## src/rtl/gcd_param_unit.sv

```systemverilog
// Multi-mode GCD engine (subtractive Euclid or binary Stein) with a result FIFO.
// Operands are accepted in IDLE; results are pushed in job order and popped by the consumer.
module gcd_param_unit #(
  parameter int unsigned WIDTH = 16,
  parameter int unsigned MODE  = 0,
  parameter int unsigned DEPTH = 2
) (
  input  logic                         clk,
  input  logic                         reset,
  input  logic                         input_available,
  input  logic [WIDTH-1:0]             operand_A,
  input  logic [WIDTH-1:0]             operand_B,
  input  logic                         result_taken,
  output logic                         idle,
  output logic                         result_rdy,
  output logic [WIDTH-1:0]             result_data,
  output logic [$clog2(DEPTH+1)-1:0]   result_count
);

  localparam int unsigned KW = $clog2(WIDTH) + 1;
  localparam int unsigned PW = $clog2(DEPTH);
  localparam int unsigned CW = $clog2(DEPTH + 1);

  typedef enum logic {S_IDLE = 1'b0, S_CALC = 1'b1} state_e;

  state_e           state_q, state_d;
  logic [WIDTH-1:0] a_q, a_d, b_q, b_d;
  logic [KW-1:0]    k_q, k_d;
  logic [WIDTH-1:0] mem_q [DEPTH];
  logic [PW-1:0]    wr_ptr_q, wr_ptr_d, rd_ptr_q, rd_ptr_d;
  logic [CW-1:0]    count_q, count_d;
  logic [WIDTH-1:0] head_q, head_d;
  logic             idle_q, idle_d, rdy_q, rdy_d;

  logic [WIDTH-1:0] a_step, b_step, push_val;
  logic [KW-1:0]    k_step;
  logic             push_req, push, pop, fifo_full;

  // One algorithm step on the current A/B/k, or a push request when finished
  always_comb begin
    a_step   = a_q;
    b_step   = b_q;
    k_step   = k_q;
    push_req = 1'b0;
    push_val = '0;
    if (MODE == 0) begin
      if (a_q < b_q) begin
        a_step = b_q;
        b_step = a_q;
      end else if (b_q != '0) begin
        a_step = a_q - b_q;
      end else begin
        push_req = 1'b1;
        push_val = a_q;
      end
    end else begin
      if (b_q == '0) begin
        push_req = 1'b1;
        push_val = WIDTH'(a_q << k_q);
      end else if (a_q == '0) begin
        push_req = 1'b1;
        push_val = WIDTH'(b_q << k_q);
      end else if (!a_q[0] && !b_q[0]) begin
        a_step = a_q >> 1;
        b_step = b_q >> 1;
        k_step = k_q + KW'(1);
      end else if (!a_q[0]) begin
        a_step = a_q >> 1;
      end else if (!b_q[0]) begin
        b_step = b_q >> 1;
      end else if (a_q >= b_q) begin
        a_step = a_q - b_q;
      end else begin
        b_step = b_q - a_q;
      end
    end
  end

  // Next-state, FIFO bookkeeping and registered-output values
  always_comb begin
    state_d   = state_q;
    a_d       = a_q;
    b_d       = b_q;
    k_d       = k_q;
    wr_ptr_d  = wr_ptr_q;
    rd_ptr_d  = rd_ptr_q;
    count_d   = count_q;
    head_d    = head_q;
    fifo_full = (count_q == CW'(DEPTH));
    pop       = result_taken && (count_q != '0);
    push      = (state_q == S_CALC) && push_req && (!fifo_full || pop);

    case (state_q)
      S_IDLE: begin
        if (input_available) begin
          state_d = S_CALC;
          a_d     = operand_A;
          b_d     = operand_B;
          k_d     = '0;
        end
      end
      S_CALC: begin
        if (push) begin
          state_d = S_IDLE;
        end else if (!push_req) begin
          a_d = a_step;
          b_d = b_step;
          k_d = k_step;
        end
      end
      default: state_d = S_IDLE;
    endcase

    if (push) wr_ptr_d = wr_ptr_q + PW'(1);
    if (pop)  rd_ptr_d = rd_ptr_q + PW'(1);
    if (push && !pop)      count_d = count_q + CW'(1);
    else if (pop && !push) count_d = count_q - CW'(1);

    // Head register tracks the entry that will sit at rd_ptr after this edge
    if (pop) begin
      if (count_q > CW'(1))  head_d = mem_q[rd_ptr_q + PW'(1)];
      else if (push)         head_d = push_val;
      else                   head_d = '0;
    end else if (push && (count_q == '0)) begin
      head_d = push_val;
    end

    idle_d = (state_d == S_IDLE);
    rdy_d  = (count_d != '0);
  end

  always_ff @(posedge clk or negedge reset) begin
    if (!reset) begin
      state_q  <= S_IDLE;
      a_q      <= '0;
      b_q      <= '0;
      k_q      <= '0;
      wr_ptr_q <= '0;
      rd_ptr_q <= '0;
      count_q  <= '0;
      head_q   <= '0;
      idle_q   <= 1'b1;
      rdy_q    <= 1'b0;
    end else begin
      state_q  <= state_d;
      a_q      <= a_d;
      b_q      <= b_d;
      k_q      <= k_d;
      wr_ptr_q <= wr_ptr_d;
      rd_ptr_q <= rd_ptr_d;
      count_q  <= count_d;
      head_q   <= head_d;
      idle_q   <= idle_d;
      rdy_q    <= rdy_d;
    end
  end

  // Result storage; validity is tracked by the pointers and count
  always_ff @(posedge clk) begin
    if (push) mem_q[wr_ptr_q] <= push_val;
  end

  assign idle         = idle_q;
  assign result_rdy   = rdy_q;
  assign result_data  = head_q;
  assign result_count = count_q;

endmodule
```

## config.mk

```make
export PLATFORM = sky130hd
export DESIGN_NAME = gcd_param_unit
export DESIGN_NICKNAME = d
export VERILOG_FILES = /design/src/rtl/gcd_param_unit.sv
export SDC_FILE = /design/constraint.sdc
export NUM_CORES = 1
export LEC_CHECK = 0
export BUFFER_PORTS_ARGS = -buffer_cell sky130_fd_sc_hd__buf_2
export CAP_MARGIN = 15
export CORE_MARGIN = 5
export CORE_UTILIZATION = 59
export DETAILED_ROUTE_END_ITERATION = 7
export GPL_TIMING_DRIVEN = 1
export HOLD_SLACK_MARGIN = 0.03
export PLACE_DENSITY = 0.89
export SLEW_MARGIN = 10
export SYNTH_ARGS = -nofsm -noshare
export SYNTH_HDL_FRONTEND = slang
export SYNTH_SLANG_ARGS = --single-unit
```

## constraint.sdc

```tcl
create_clock -name clk -period 3.75 [get_ports clk]
set_input_delay 0.1875 -clock clk [delete_from_list [all_inputs] [get_ports clk]]
set_output_delay 0.1875 -clock clk [all_outputs]
set_load 0.01 [all_outputs]
```

Yosys cells after proc, flatten, opt, wreduce, memory -nomap -nowiden:

Memory sizes are Yosys's and may differ from the RTL's.
Index checks and enable logic that the tools add are counted.

* equality and inequality tests: 6
* bitwise gates (word level): 2
* order comparisons: 2
* reductions and logical operators: 17
* add/sub/neg operators: 5
* muxes and demuxes: 26

Operators with widths (count)
* 16-bit two-way mux: 15
* 16-bit one-hot mux with 2 select lines: 2
* 16-bit less-than comparator: 1
* 16-bit nonzero test: 1
* 16-bit subtractor: 1
* 4-bit AND reduction: 2
* 1-bit logical AND: 6
* 1-bit two-way mux: 6
* 2-bit inequality test (second input constant): 3
* 2-bit nonzero test: 3
* 2-bit two-way mux: 2
* 1-bit zero test: 3
* 3-bit by 1-bit inequality test with 1-bit output (second input constant): 1
* 1-bit adder (second input constant): 2
* 2-bit by 1-bit adder with 2-bit output (second input constant): 1
* 2-bit == test (second input constant): 1
* 2-bit by 1-bit > comparator with 1-bit output (second input constant): 1
* 2-bit zero test: 1
* 2-bit by 1-bit inequality test with 1-bit output (second input constant): 1
* 1-bit NOT: 2
* 1-bit one-hot mux with 2 select lines: 1
* 2-bit by 1-bit subtractor with 2-bit output (second input constant): 1
* 1-bit logical OR: 1

* bits in registers: 55
* memories: 1
* input bits: 36
* bits in writable memories: 32
* output and inout bits: 20
* logic and storage cells: 68

Memories
* mem_q: words 2, width 16, rd ports 1, clocked after memory_dff 0, wr ports 1, line 29 `logic [WIDTH-1:0] mem_q [DEPTH];`

Longest topological paths before layout:

Gate-level depths: netlist of the first run.

* word-level depth: 10
* depth in mapped cells: 12

Worst setup path after synthesis of the first run:

No wires, ideal clock.

* kind: register -> register
* start: register a_q[0]
* end: memory mem_q[0][0], enable pin
* stages on the path, launching flop included: 12
* slack: 550 ps
* data required time: 3362 ps
* path buffers: 1
* arrival time: 2812 ps
* path through: dfrtp_1 > inv_1 > ha_1 > fa_1 > nor2b_4 > o31a_1 > a21o_1 > a211o_1 > and2_4 > buf_6 > nand2_1 > nor2_1

* longest elaborated chain between the ends: 6

RTL lines
* start: declaration: line 27 `logic [WIDTH-1:0] a_q, a_d, b_q, b_d;`
* start signal: assignment: line 135 `a_q <= '0;`
* start signal: assignment: line 146 `a_q <= a_d;`
* 16-bit less-than comparator: line 47 `if (a_q < b_q) begin`
* 1-bit two-way mux: line 47
* 1-bit logical AND (2 in series): line 91 `push = (state_q == S_CALC) && push_req && (!fifo_full || pop);`
* 1-bit two-way mux: line 160 `if (push) mem_q[wr_ptr_q] <= push_val;`
* 1-bit two-way mux (not written as such): line 160
* end: declaration: line 29

Every way passes these cells.

Worst setup path in the final report of the first run:

* start: register a_q[0]
* end: register a_q[15]

* longest elaborated chain between the ends: 6
* elaborated cells on any way between the ends: 14
* classes of those cells: add/sub: 1; order compare: 1; eq/ne: 3; mux: 6; reduce/logical: 3

RTL lines (line)
* 16-bit subtractor / 16-bit less-than comparator (equally long branches)
* 16-bit two-way mux / 1-bit two-way mux (equally long branches): 50, 47
* 16-bit two-way mux / 1-bit logical AND (equally long branches): 47, 91
* 16-bit two-way mux / 1-bit logical AND (equally long branches): 105, 91
* 16-bit two-way mux / 2-bit inequality test (equally long branches)
* 16-bit one-hot mux with 2 select lines / 4-bit AND reduction (equally long branches)

Parallel ways exist; a longest one is shown, timed or not. The select of a mux whose other input is x is not followed.
A chain may end at the register's enable or synchronous reset.

==> results of run 1 <==
-- cell usage after synthesis, types with 2 or more instances --
master	count
sky130_fd_sc_hd__o21bai_1	2
sky130_fd_sc_hd__nor3_1	4
sky130_fd_sc_hd__buf_6	4
sky130_fd_sc_hd__ha_1	19
sky130_fd_sc_hd__a31oi_1	6
sky130_fd_sc_hd__nand3_1	4
sky130_fd_sc_hd__o31ai_1	2
sky130_fd_sc_hd__and4_1	3
sky130_fd_sc_hd__nand2_1	52
sky130_fd_sc_hd__dfrtp_1	54
sky130_fd_sc_hd__a21o_1	5
sky130_fd_sc_hd__clkbuf_1	20
sky130_fd_sc_hd__edfxtp_1	32
sky130_fd_sc_hd__nor2_1	49
sky130_fd_sc_hd__or3_1	2
sky130_fd_sc_hd__o211ai_1	7
sky130_fd_sc_hd__xnor2_1	8
sky130_fd_sc_hd__nor4_1	4
sky130_fd_sc_hd__nor3b_1	2
sky130_fd_sc_hd__o41ai_1	2
sky130_fd_sc_hd__and3_1	11
sky130_fd_sc_hd__nand2b_1	4
sky130_fd_sc_hd__o21a_1	4
sky130_fd_sc_hd__o21ai_1	22
sky130_fd_sc_hd__a211oi_1	8
sky130_fd_sc_hd__o22ai_1	5
sky130_fd_sc_hd__mux2i_1	39
sky130_fd_sc_hd__and2_1	3
sky130_fd_sc_hd__nand4_1	4
sky130_fd_sc_hd__nor2b_1	8
sky130_fd_sc_hd__xor2_1	4
sky130_fd_sc_hd__o21ai_0	19
sky130_fd_sc_hd__inv_1	28
sky130_fd_sc_hd__buf_2	8
sky130_fd_sc_hd__a21oi_1	59
-- worst max-delay path, delay by kind of cell, from the launching register on --
kind	cells	cell delay (ns)
buffers and inverters	2	0.47
adder cells (fa/ha/maj)	2	0.66
AO/OA/AOI/OAI	5	1.02
AND/OR/NAND/NOR	2	0.41
flip-flops	1	0.41
-- per-stage QoR --
| stage | total power [uW] | instances |
|---|---|---|
| 6_report | 5645 | 683 |
| 5_1_grt | 6094 | 683 |
| 4_1_cts | 5599 | 683 |
| 3_5_place_dp | 4973 | 666 |
| 3_3_place_gp | 4858 | 666 |
| 2_1_floorplan | 4214 | 531 |
-- report_power, final --
| part | leakage (uW) | internal [uW] | total [uW] | switching [uW] |
|---|---|---|---|---|
| registers | 0.000983 | 1300 | 1670 | 376 |
| clock network | 0.0000879 | 251 | 607 | 357 |
| logic | 0.00149 | 1380 | 3370 | 1980 |
-- sequential cells by signal, indices dropped and copies added (netlist names), 2 cells and up --
signal        flops
b_q              16
a_q              16
mem_q            32
result_count      2
result_data      16
-- layout make-up --
cell class / instances / area (um^2) / share of cell area
Clock buffer: 10 / 127.6 / 0.02295
Inverter: 28 / 105.1 / 0.01890
Multi-Input combinational cell: 384 / 2469 / 0.4439
Sequential cell: 87 / 2340 / 0.4207
Tap cell: 105 / 131.4 / 0.02362
Clock inverter: 6 / 51.30 / 0.009224
Timing Repair Buffer: 63 / 337.8 / 0.06074
-- per-layer routing --
| metal | wire length [um] | vias to the layer above | GRT usage |
|---|---|---|---|
| met5 | 0 | - | 0 |
| met4 | 266 | 0 | 0.07871 |
| met3 | 910 | 33 | 0.04060 |
| met2 | 5861 | 214 | 0.4057 |
| met1 | 5047 | 1979 | 0.3255 |
| li1 | - | 1982 | - |
-- cell families after synthesis --
| group | Yosys count | share of synthesized area |
|---|---|---|
| buffers and inverters | 60 | 0.05229 |
| adder cells (fa/ha/maj) | 20 | 0.05081 |
| multiplexers | 40 | 0.07967 |
| AO/OA/AOI/OAI | 155 | 0.1862 |
| AND/OR/NAND/NOR | 157 | 0.1492 |
| XOR/XNOR | 12 | 0.02072 |
| flip-flops | 87 | 0.4610 |
-- repair_timing --
item | in CTS | in global routing
endpoints found under the hold margin | 20 | 0
gates resized for setup | 0 | 0
hold buffers | 1 | 0
-- worst min path at each step --
stage / startpoint / end / slack (ns) / cells past startpoint
finish: operand_B[10] / b_q[10] / 0.09 / 3
global placement: reset / rd_ptr_q / 0.17 / 1
global route: operand_B[10] / b_q[10] / 0.1 / 3
CTS: operand_B[5] / b_q[5] / 0.08 / 3
floorplan: reset / a_q[0] / -0.11 / 0
detailed placement: reset / result_rdy / 0.18 / 1
==> impl_metrics.csv, run 1 <==
group,metric,value,unit
outcome,outcome,"complete, no violations",
setup_path,cp_max_fo,37,
global_route,first_global_vias,4132,
yosys,yosysWarningCount,0,
yosys,synth.net_count,587,
floorplanning,chipHeight,102.7,um
power,cellPowerDensity,1015,nW/um^2
yosys,synth_sequential_area_ratio,0.4610,
setup_path,worst_path_largest_cell_delay,0.43,ns
detailed_routing,detail-route-antenna-nets,0,
detailed_routing,wire_per_inst,17.70,um
yosys,async_reset_ff_frac,0.6322,
clocking,clockRootBuffer,"sky130_fd_sc_hd__clkbuf_8",
sta,worst_margin_slew,0.9117,ns
floorplanning,start_util,0.6112,
placement,port_buffers,55,
setup_path,crit_required,4.01,ns
floorplanning,die_area,10550,um^2
yosys,synth.top_cell.area_share,0.2664,
detailed_routing,route.detailed.drc,0,
global_route,globalRouteTotalUtil,0.2435,
sta,final.period_utilization,0.8230,
clocking,postCtsSetupBuffers,0,
placement,dp_slack,0.7657,ns
power,vdd_drop_max,631.3,uV
power,leakage,0.002565,uW
sta,final-max-slew-violation-count,0,
cells_and_area,post-route-util,0.6701,
min_path,worst_hold_path_type,"primary input to flip-flop",
clocking,ctsLongestPathBuffers,2,
clocking,path_clk_slew,0.09,ns
cells_and_area,layout-drive-gt1-share,0.1540,
sta,final.setup.tns,0,ns
yosys,number_of_distinct_library_cells_after_synthesis,59,
clocking,clk-insertion-delay-late,0.36,ns
setup_path,timing.reg2reg.setup_slack,0.66,ns
sta,final_period_minus_worst_setup_slack,3.086,ns
cells_and_area,syn2layout_area_growth,9.645,%
cells_and_area,layout_common_cells,"sky130_fd_sc_hd__a21oi_1 (59), sky130_fd_sc_hd__buf_2 (55), sky130_fd_sc_hd__dfrtp_1 (53)",
yosys,synthesized_area_per_cell,9.552,um^2
yosys,synth_area_leaders,"sky130_fd_sc_hd__dfrtp_1 (27%), sky130_fd_sc_hd__edfxtp_1 (19%), sky130_fd_sc_hd__mux2i_1 (7.7%)",
clocking,cts_tree,"done",
setup_path,startpoint_type,"flip-flop",
detailed_routing,num_vias,4208,
setup_path,endpoint_kind,"flip-flop",
floorplanning,num_io_pins,56,
yosys,netlist_area,5072,um^2
setup_path,regToRegStartpoint,"a_q[0]",
sta,rsz_0062_raised_after_global_routing,"no",
sta,report.final.setup_viol,0,
sta,timing.fmax,324.0,MHz
sta,fin_worst_hold_slack,0.08943,ns
placement,placed_area,5373,um^2
yosys,synth_area_leader_cell,"sky130_fd_sc_hd__dfrtp_1",
clocking,cts.sink_count,87,
yosys,synth-edff-count,32,
detailed_routing,viasPerCell,6.161,
setup_path,crit_start,"a_q[0]",
cells_and_area,layout_commonest_cell,"sky130_fd_sc_hd__a21oi_1",
clocking,cts_made_buffers,9,
yosys,ys_seq_elements,87,
floorplanning,die_width,102.7,um
global_route,globalRouteOverflowTotal,0,
setup_path,timing.reg2reg.worst_path_depth,11,
sta,final_hold_viol_count,0,
placement,dpl.hpwl,8819,um
setup_path,cp-endpoint,"a_q[15]",
cells_and_area,fin_nets,629,
sta,slew_headroom,0.3922,
floorplanning,standard_cell_row_count,33,
sta,post_layout_worst_setup_margin,0.6639,ns
yosys,syn-instance-count,531,
global_route,grt_start_max_net_pins,38,
run,drv_cap,0,
cells_and_area,fillCellCount,649,
cells_and_area,ant_diodes,0,
setup_path,setup.worst_path.class,"flip-flop to flip-flop",
sta,finalClockSkew,0.009942,ns
setup_path,timing.critical_path.cells,"inv_1 > ha_1 > fa_1 > nor2b_4 > o31a_1 > a21o_1 > a211o_1 > buf_4 > and2_1 > a31oi_1 > o21ai_0",
yosys,dominantRegCellSynth,"sky130_fd_sc_hd__dfrtp_1",
setup_path,arrival,3.35,ns
setup_path,timing.critical_path.slowest_stage_cell,"sky130_fd_sc_hd__fa_1",
floorplanning,floorplan.core_area,8299,um^2
placement,place_congestion,0.9319,
detailed_routing,routed_wirelength,12090,um
detailed_routing,dr.pass1.iters,6,
global_route,grt_pass1_wl,20020,um
global_route,grt_antenna_before_repair,0,
setup_path,timing.rr.end,"a_q[15]",
detailed_routing,drt_first_iter_violations,472,
cells_and_area,design_area,5562,um^2
clocking,htree_num_levels,3,
Power figures use the tool's default switching activity.
==> inputs of run 2 (changes only) <==
--- a/config.mk
+++ b/config.mk
@@ -8,11 +8,11 @@
 export BUFFER_PORTS_ARGS = -buffer_cell sky130_fd_sc_hd__buf_2
 export CAP_MARGIN = 15
 export CORE_MARGIN = 5
-export CORE_UTILIZATION = 59
+export CORE_UTILIZATION = 53
 export DETAILED_ROUTE_END_ITERATION = 7
 export GPL_TIMING_DRIVEN = 1
 export HOLD_SLACK_MARGIN = 0.03
-export PLACE_DENSITY = 0.89
+export PLACE_DENSITY = 0.85
 export SLEW_MARGIN = 10
 export SYNTH_ARGS = -nofsm -noshare
 export SYNTH_HDL_FRONTEND = slang
==> constraint.sdc (replaced) <==
create_clock -name clk -period 2.65 [get_ports clk]
set_input_delay 0.1325 -clock clk [delete_from_list [all_inputs] [get_ports clk]]
set_output_delay 0.1325 -clock clk [all_outputs]
set_load 0.01 [all_outputs]
==> impl_metrics.csv, run 2 (same netlist as run 1, synthesis figures left out) <==
group,metric,value,unit
outcome,outcome,"complete, no violations",
cells_and_area,post-route-util,0.6512,
placement,place_congestion,0.9678,
floorplanning,num_io_pins,56,
cells_and_area,syn2layout_area_growth,19.19,%
floorplanning,die_area,11630,um^2
clocking,clockRootBuffer,"sky130_fd_sc_hd__clkbuf_8",
floorplanning,start_util,0.5464,
placement,placed_area,5729,um^2
detailed_routing,wire_per_inst,17.86,um
run,drv_cap,0,
global_route,globalRouteTotalUtil,0.2310,
power,cellPowerDensity,1481,nW/um^2
power,report.power.total,8956,uW
sta,final.period_utilization,0.9851,
sta,worst_margin_slew,0.9972,ns
sta,slew_headroom,0.3352,
cells_and_area,register_containing_the_most_flip_flops_in_the_final_layout,"mem_q",
power,power_report.internal_total,4785,uW
setup_path,cp_max_fo,19,
detailed_routing,detail-route-antenna-nets,0,
cells_and_area,layout_commonest_cell,"sky130_fd_sc_hd__buf_2",
setup_path,crit_required,2.93,ns
sta,finalClockSkew,0.01222,ns
setup_path,timing.reg2reg.worst_path_depth,11,
detailed_routing,viasPerCell,5.917,
floorplanning,die_width,107.8,um
power,vdd_drop_max,776.4,uV
placement,post_placement_cell_count,726,
power,seq_power_share,0.251,
setup_path,endpoint_kind,"flip-flop",
cells_and_area,fin_nets,669,
sta,final_period_minus_worst_setup_slack,2.610,ns
clocking,cts_tree,"done",
clocking,cts_made_buffers,9,
sta,final-max-slew-violation-count,0,
clocking,ctsLongestPathBuffers,2,
setup_path,startpoint_type,"flip-flop",
sta,final.setup.tns,0,ns
detailed_routing,route.detailed.drc,0,
cells_and_area,ant_diodes,0,
power,switching_share,0.4658,
detailed_routing,num_vias,4420,
clocking,path_clk_slew,0.09,ns
detailed_routing,drt_first_iter_violations,352,
setup_path,setup.worst_path.class,"flip-flop to flip-flop",
detailed_routing,routed_wirelength,13340,um
power,fraction_of_power_consumed_by_combinational_cells,0.650,
clocking,clk-insertion-delay-late,0.37,ns
cells_and_area,layout_common_cells,"sky130_fd_sc_hd__buf_2 (55), sky130_fd_sc_hd__a21oi_1 (54), sky130_fd_sc_hd__dfrtp_1 (53)",
clocking,htree_num_levels,3,
min_path,worst_hold_path_type,"primary input to flip-flop",
cells_and_area,number_of_flip_flops_in_the_largest_register,32,
sta,report.final.setup_viol,0,
global_route,grt_start_max_net_pins,47,
floorplanning,standard_cell_row_count,35,
setup_path,timing.reg2reg.setup_slack,0.04,ns
min_path,hold_path.startpoint,"operand_B[13]",
cells_and_area,final_cell_count_no_fill,747,
cells_and_area,design_area,6046,um^2
sta,timing.fmax,383.1,MHz
sta,rsz_0062_raised_after_global_routing,"yes",
placement,dpl.hpwl,9577,um
power,net-switching-power,4172,uW
setup_path,arrival,2.89,ns
global_route,grt_antenna_before_repair,0,
power,leakage,0.002781,uW
setup_path,crit_start,"a_q[0]",
cells_and_area,layout-drive-gt1-share,0.2314,
setup_path,timing.rr.end,"a_q[11]",
global_route,first_global_vias,4302,
clocking,cts.sink_count,87,
detailed_routing,dr.pass1.iters,6,
setup_path,regToRegStartpoint,"a_q[0]",
min_path,min_path_cells,3,
sta,final_hold_viol_count,0,
floorplanning,chipHeight,107.8,um
setup_path,cp-endpoint,"a_q[11]",
global_route,globalRouteOverflowTotal,0,
power,clkPwrFrac,0.099,
placement,port_buffers,55,
global_route,grt_pass1_wl,21130,um
floorplanning,floorplan.core_area,9284,um^2
==> run 2: cell types whose count changed in the layout (fill, tap and decap cells not counted), sizes merged <==
| cell | change |
|---|---|
| a31o | +1 |
| buf | +36 |
| clkinv | -1 |
| clkinvlp | +2 |
| dlygate4sd3 | +3 |
| inv | -1 |
==> run 2: worst min path at each step <==
stage / endpoint / slack [ns]
after floorplan: a_q[0] / -0.16
after global placement: result_data[3] / 0.35
final: b_q[13] / 0.03
after detailed placement: result_data[3] / 0.36
after global routing: b_q[11] / 0.04
after CTS: b_q[13] / 0.03
==> run 2: critical path, cell delays in order (launching register included) <==
cell and delay [ns]:
sky130_fd_sc_hd__dfrtp_1 0.40, sky130_fd_sc_hd__inv_2 0.10, sky130_fd_sc_hd__ha_4 0.15, sky130_fd_sc_hd__fa_2 0.24
sky130_fd_sc_hd__nor2b_4 0.05, sky130_fd_sc_hd__o31a_1 0.29, sky130_fd_sc_hd__a21o_1 0.19, sky130_fd_sc_hd__a211o_1 0.30
sky130_fd_sc_hd__buf_8 0.18, sky130_fd_sc_hd__and2_2 0.24, sky130_fd_sc_hd__o211a_1 0.13, sky130_fd_sc_hd__a311oi_2 0.25
==> run 2: repair_timing <==
action,CTS,global route
hold endpoints to repair,47,0
resized for setup,3,13
setup endpoints to repair,17,18
setup buffers,0,0
hold buffers,4,0
pin swaps,0,2
cloned,0,1
==> run 2: stage by stage <==
step,hold slack [ns],setup WS (ns)
floorplan,-0.1631,-0.02924
global placement,0.3518,0.08657
detailed placement,0.3646,-0.08423
CTS,0.03205,0.02756
global route,0.03891,-0.03972
finish,0.03161,0.03957
==> run 2: area by class of cell <==
cell class | count | area (um^2)
timing repair buffer | 102 | 678.2
tap | 129 | 161.4
clock buffer | 10 | 137.6
inverter | 28 | 105.1
sequential | 87 | 2340
multi-input combinational | 385 | 2572
fill | 727 | 3238
clock inverter | 6 | 51.30
==> run 2: power groups by stage <==
| stage | Clock (uW) | Sequential (uW) | Combinational (uW) |
|---|---|---|---|
| 6_report | 888 | 2250 | 5820 |
| 3_3_place_gp | 0 | 2240 | 5280 |
| 3_5_place_dp | 0 | 2270 | 5460 |
| 5_1_grt | 968 | 2290 | 6370 |
| 2_1_floorplan | 0 | 2230 | 3750 |
| 4_1_cts | 898 | 2240 | 5530 |
==> run 2: per-layer routing <==
layer	global-route usage	wire length, um	up-vias
li1	-	-	2065
met1	0.3193	5567	2108
met2	0.3690	6484	208
met3	0.03299	1020	39
met4	0.08566	271	0
met5	0	0	-
==> inputs of run 3 (changes only) <==
--- a/config.mk
+++ b/config.mk
@@ -8,11 +8,11 @@
 export BUFFER_PORTS_ARGS = -buffer_cell sky130_fd_sc_hd__buf_2
 export CAP_MARGIN = 15
 export CORE_MARGIN = 5
-export CORE_UTILIZATION = 53
+export CORE_UTILIZATION = 50
 export DETAILED_ROUTE_END_ITERATION = 7
 export GPL_TIMING_DRIVEN = 1
 export HOLD_SLACK_MARGIN = 0.03
-export PLACE_DENSITY = 0.85
+export PLACE_DENSITY = 0.81
 export SLEW_MARGIN = 10
 export SYNTH_ARGS = -nofsm -noshare
 export SYNTH_HDL_FRONTEND = slang
==> impl_metrics.csv, run 3 (same netlist as run 1, synthesis figures left out) <==
group,metric,value,unit
placement,place_congestion,0.9350,
sta,slew_headroom,0.3409,
outcome,outcome,"complete, no violations",
power,power_report.internal_total,5197,uW
global_route,grt_antenna_before_repair,0,
detailed_routing,dr.pass1.iters,5,
setup_path,startpoint_type,"flip-flop",
detailed_routing,routed_wirelength,14340,um
cells_and_area,number_of_flip_flops_in_the_largest_register,32,
detailed_routing,wire_per_inst,18.81,um
sta,finalClockSkew,0.01301,ns
detailed_routing,drt_first_iter_violations,344,
setup_path,cp_max_fo,8,
floorplanning,standard_cell_row_count,36,
sta,timing.fmax,384.5,MHz
power,fraction_of_power_consumed_by_combinational_cells,0.672,
clocking,cts_made_buffers,9,
power,leakage,0.002864,uW
cells_and_area,layout-drive-gt1-share,0.2544,
floorplanning,die_area,12260,um^2
clocking,clockRootBuffer,"sky130_fd_sc_hd__clkbuf_8",
setup_path,arrival,2.90,ns
floorplanning,start_util,0.5166,
setup_path,timing.critical_path.buf_inv,3,
cells_and_area,register_containing_the_most_flip_flops_in_the_final_layout,"mem_q",
power,seq_power_share,0.233,
cells_and_area,syn2layout_area_growth,22.84,%
clocking,ctsLongestPathBuffers,2,
setup_path,worst_path_largest_cell_delay,0.42,ns
detailed_routing,dr_wl_met2,6831,um
global_route,globalRouteOverflowTotal,0,
power,net-switching-power,4375,uW
detailed_routing,top_layer,"met4",
setup_path,crit_required,2.95,ns
sta,worst_margin_slew,0.9887,ns
floorplanning,die_width,110.7,um
detailed_routing,num_vias,4457,
detailed_routing,met3WireLength,1219,um
sta,final_period_minus_worst_setup_slack,2.601,ns
cells_and_area,layout_commonest_cell,"sky130_fd_sc_hd__buf_2",
power,switching_share,0.4571,
global_route,first_global_vias,4392,
power,cellPowerDensity,1536,nW/um^2
detailed_routing,route.detailed.drc,0,
global_route,grt_start_max_net_pins,40,
detailed_routing,detail-route-antenna-nets,0,
placement,placed_area,5747,um^2
clocking,clk-insertion-delay-late,0.37,ns
cells_and_area,design_area,6231,um^2
run,drv_cap,0,
sta,final_hold_viol_count,0,
power,report.power.total,9572,uW
detailed_routing,wirelength_met1,5861,um
sta,final-max-slew-violation-count,0,
clocking,path_clk_slew,0.10,ns
floorplanning,floorplan.core_area,9819,um^2
setup_path,timing.critical_path.slowest_stage_cell,"sky130_fd_sc_hd__dfrtp_1",
placement,port_buffers,55,
cells_and_area,post-route-util,0.6346,
setup_path,timing.critical_path.cells,"ha_4 > fa_2 > nor2b_4 > o31a_1 > a21o_1 > buf_6 > a211oi_4 > buf_6 > nor3_4 > clkbuf_16 > a21oi_1 > a21oi_1",
power,vdd_drop_max,747.1,uV
cells_and_area,layout_common_cells,"sky130_fd_sc_hd__buf_2 (55), sky130_fd_sc_hd__a21oi_1 (53), sky130_fd_sc_hd__dfrtp_1 (53)",
setup_path,cp_top_family,"compound AO/OA/AOI/OAI gates",
sta,report.final.setup_viol,0,
clocking,cts_tree,"done",
setup_path,setup.worst_path.class,"flip-flop to flip-flop",
placement,dpl.hpwl,9717,um
clocking,htree_num_levels,3,
clocking,cts.sink_count,87,
global_route,globalRouteTotalUtil,0.2200,
floorplanning,chipHeight,110.7,um
sta,final.period_utilization,0.9815,
min_path,worst_hold_path_type,"primary input to flip-flop",
detailed_routing,viasPerCell,5.849,
power,clkPwrFrac,0.095,
setup_path,endpoint_kind,"flip-flop",
cells_and_area,ant_diodes,0,
floorplanning,num_io_pins,56,
global_route,grt_pass1_wl,21910,um
cells_and_area,fin_nets,680,
[run 3: cell types whose count changed in the layout (fill, tap and decap cells not counted), moves of 2 or more]
| cell | previous run | this run |
|---|---|---|
| sky130_fd_sc_hd__clkinvlp_4 | 3 | 1 |
| sky130_fd_sc_hd__buf_4 | 38 | 46 |
| sky130_fd_sc_hd__buf_12 | 2 | 4 |
| sky130_fd_sc_hd__ha_2 | 0 | 2 |
| sky130_fd_sc_hd__ha_1 | 17 | 14 |
| sky130_fd_sc_hd__clkbuf_16 | 0 | 3 |
| sky130_fd_sc_hd__inv_6 | 1 | 3 |
| sky130_fd_sc_hd__dlygate4sd3_1 | 4 | 2 |
[run 3: per-stage QoR]
stage | hold slack (ns) | setup TNS (ns) | instances | worst slack [ns]
3_5_place_dp | 0.3198 | -0.6557 | 730 | -0.05989
3_3_place_gp | 0.3218 | 0 | 730 | 0.01534
4_1_cts | 0.03057 | 0 | 748 | 0.0005809
5_1_grt | 0.03759 | -0.05426 | 762 | -0.03805
2_1_floorplan | -0.1631 | -0.5526 | 531 | -0.02924
6_report | 0.02794 | 0 | 762 | 0.04909
[run 3: worst paths after layout]
check                                  end  cells after the start             from  slack [ns]
max                         result_data[7]                     12           b_q[0]        0.05
min                                 b_q[7]                      3     operand_B[7]        0.03
max reg2reg                 result_data[7]                     12           b_q[0]        0.05
min reg2reg                result_data[10]                      2  result_data[10]        0.53
max in group asynchronous  result_data[14]                      3            reset        1.38
min in group asynchronous       result_rdy                      2            reset        0.46
[run 3: power by group through the flow]
stage | sequential, uW | clock, uW | combinational [uW]
after floorplan | 2230 | 0 | 3750
after global placement | 2230 | 0 | 5340
after detailed placement | 2240 | 0 | 5490
after CTS | 2220 | 910 | 5570
after global routing | 2270 | 970 | 7040
final | 2230 | 914 | 6430
[run 3: metal layers]
metal  GRT usage  up-vias
met3     0.04258       35
met4     0.07964        0
met2      0.3600      209
met5           0        -
met1      0.2911     2109
li1            -     2104
[run 3: worst reg2reg max path, cell delays in order, from the launching register on]
cell                        delay [ns]
sky130_fd_sc_hd__dfrtp_1          0.42
sky130_fd_sc_hd__ha_4             0.18
sky130_fd_sc_hd__fa_2             0.38
sky130_fd_sc_hd__nor2b_4          0.13
sky130_fd_sc_hd__o31a_1           0.15
sky130_fd_sc_hd__a21o_1           0.18
sky130_fd_sc_hd__buf_6            0.13
sky130_fd_sc_hd__a211oi_4         0.06
sky130_fd_sc_hd__buf_6            0.15
sky130_fd_sc_hd__nor3_4           0.28
sky130_fd_sc_hd__clkbuf_16        0.22
sky130_fd_sc_hd__a21oi_1          0.08
sky130_fd_sc_hd__a21oi_1          0.18
[run 3: area by class of cell]
class                      instances  area (um^2)
fill                             815         3588
multi-input combinational        386         2614
sequential                        87         2340
timing repair buffer             112        818.3
tap                              133        166.4
clock buffer                      10        137.6
inverter                          28        105.1
clock inverter                     6        50.05
[run 3: timing repair]
item,in CTS,in global routing
hold endpoints to repair,38,0
gates resized for setup,3,23
setup buffers,0,9
cloned,0,5
setup endpoints to repair,17,63
pin swaps,0,10
hold buffers,2,0
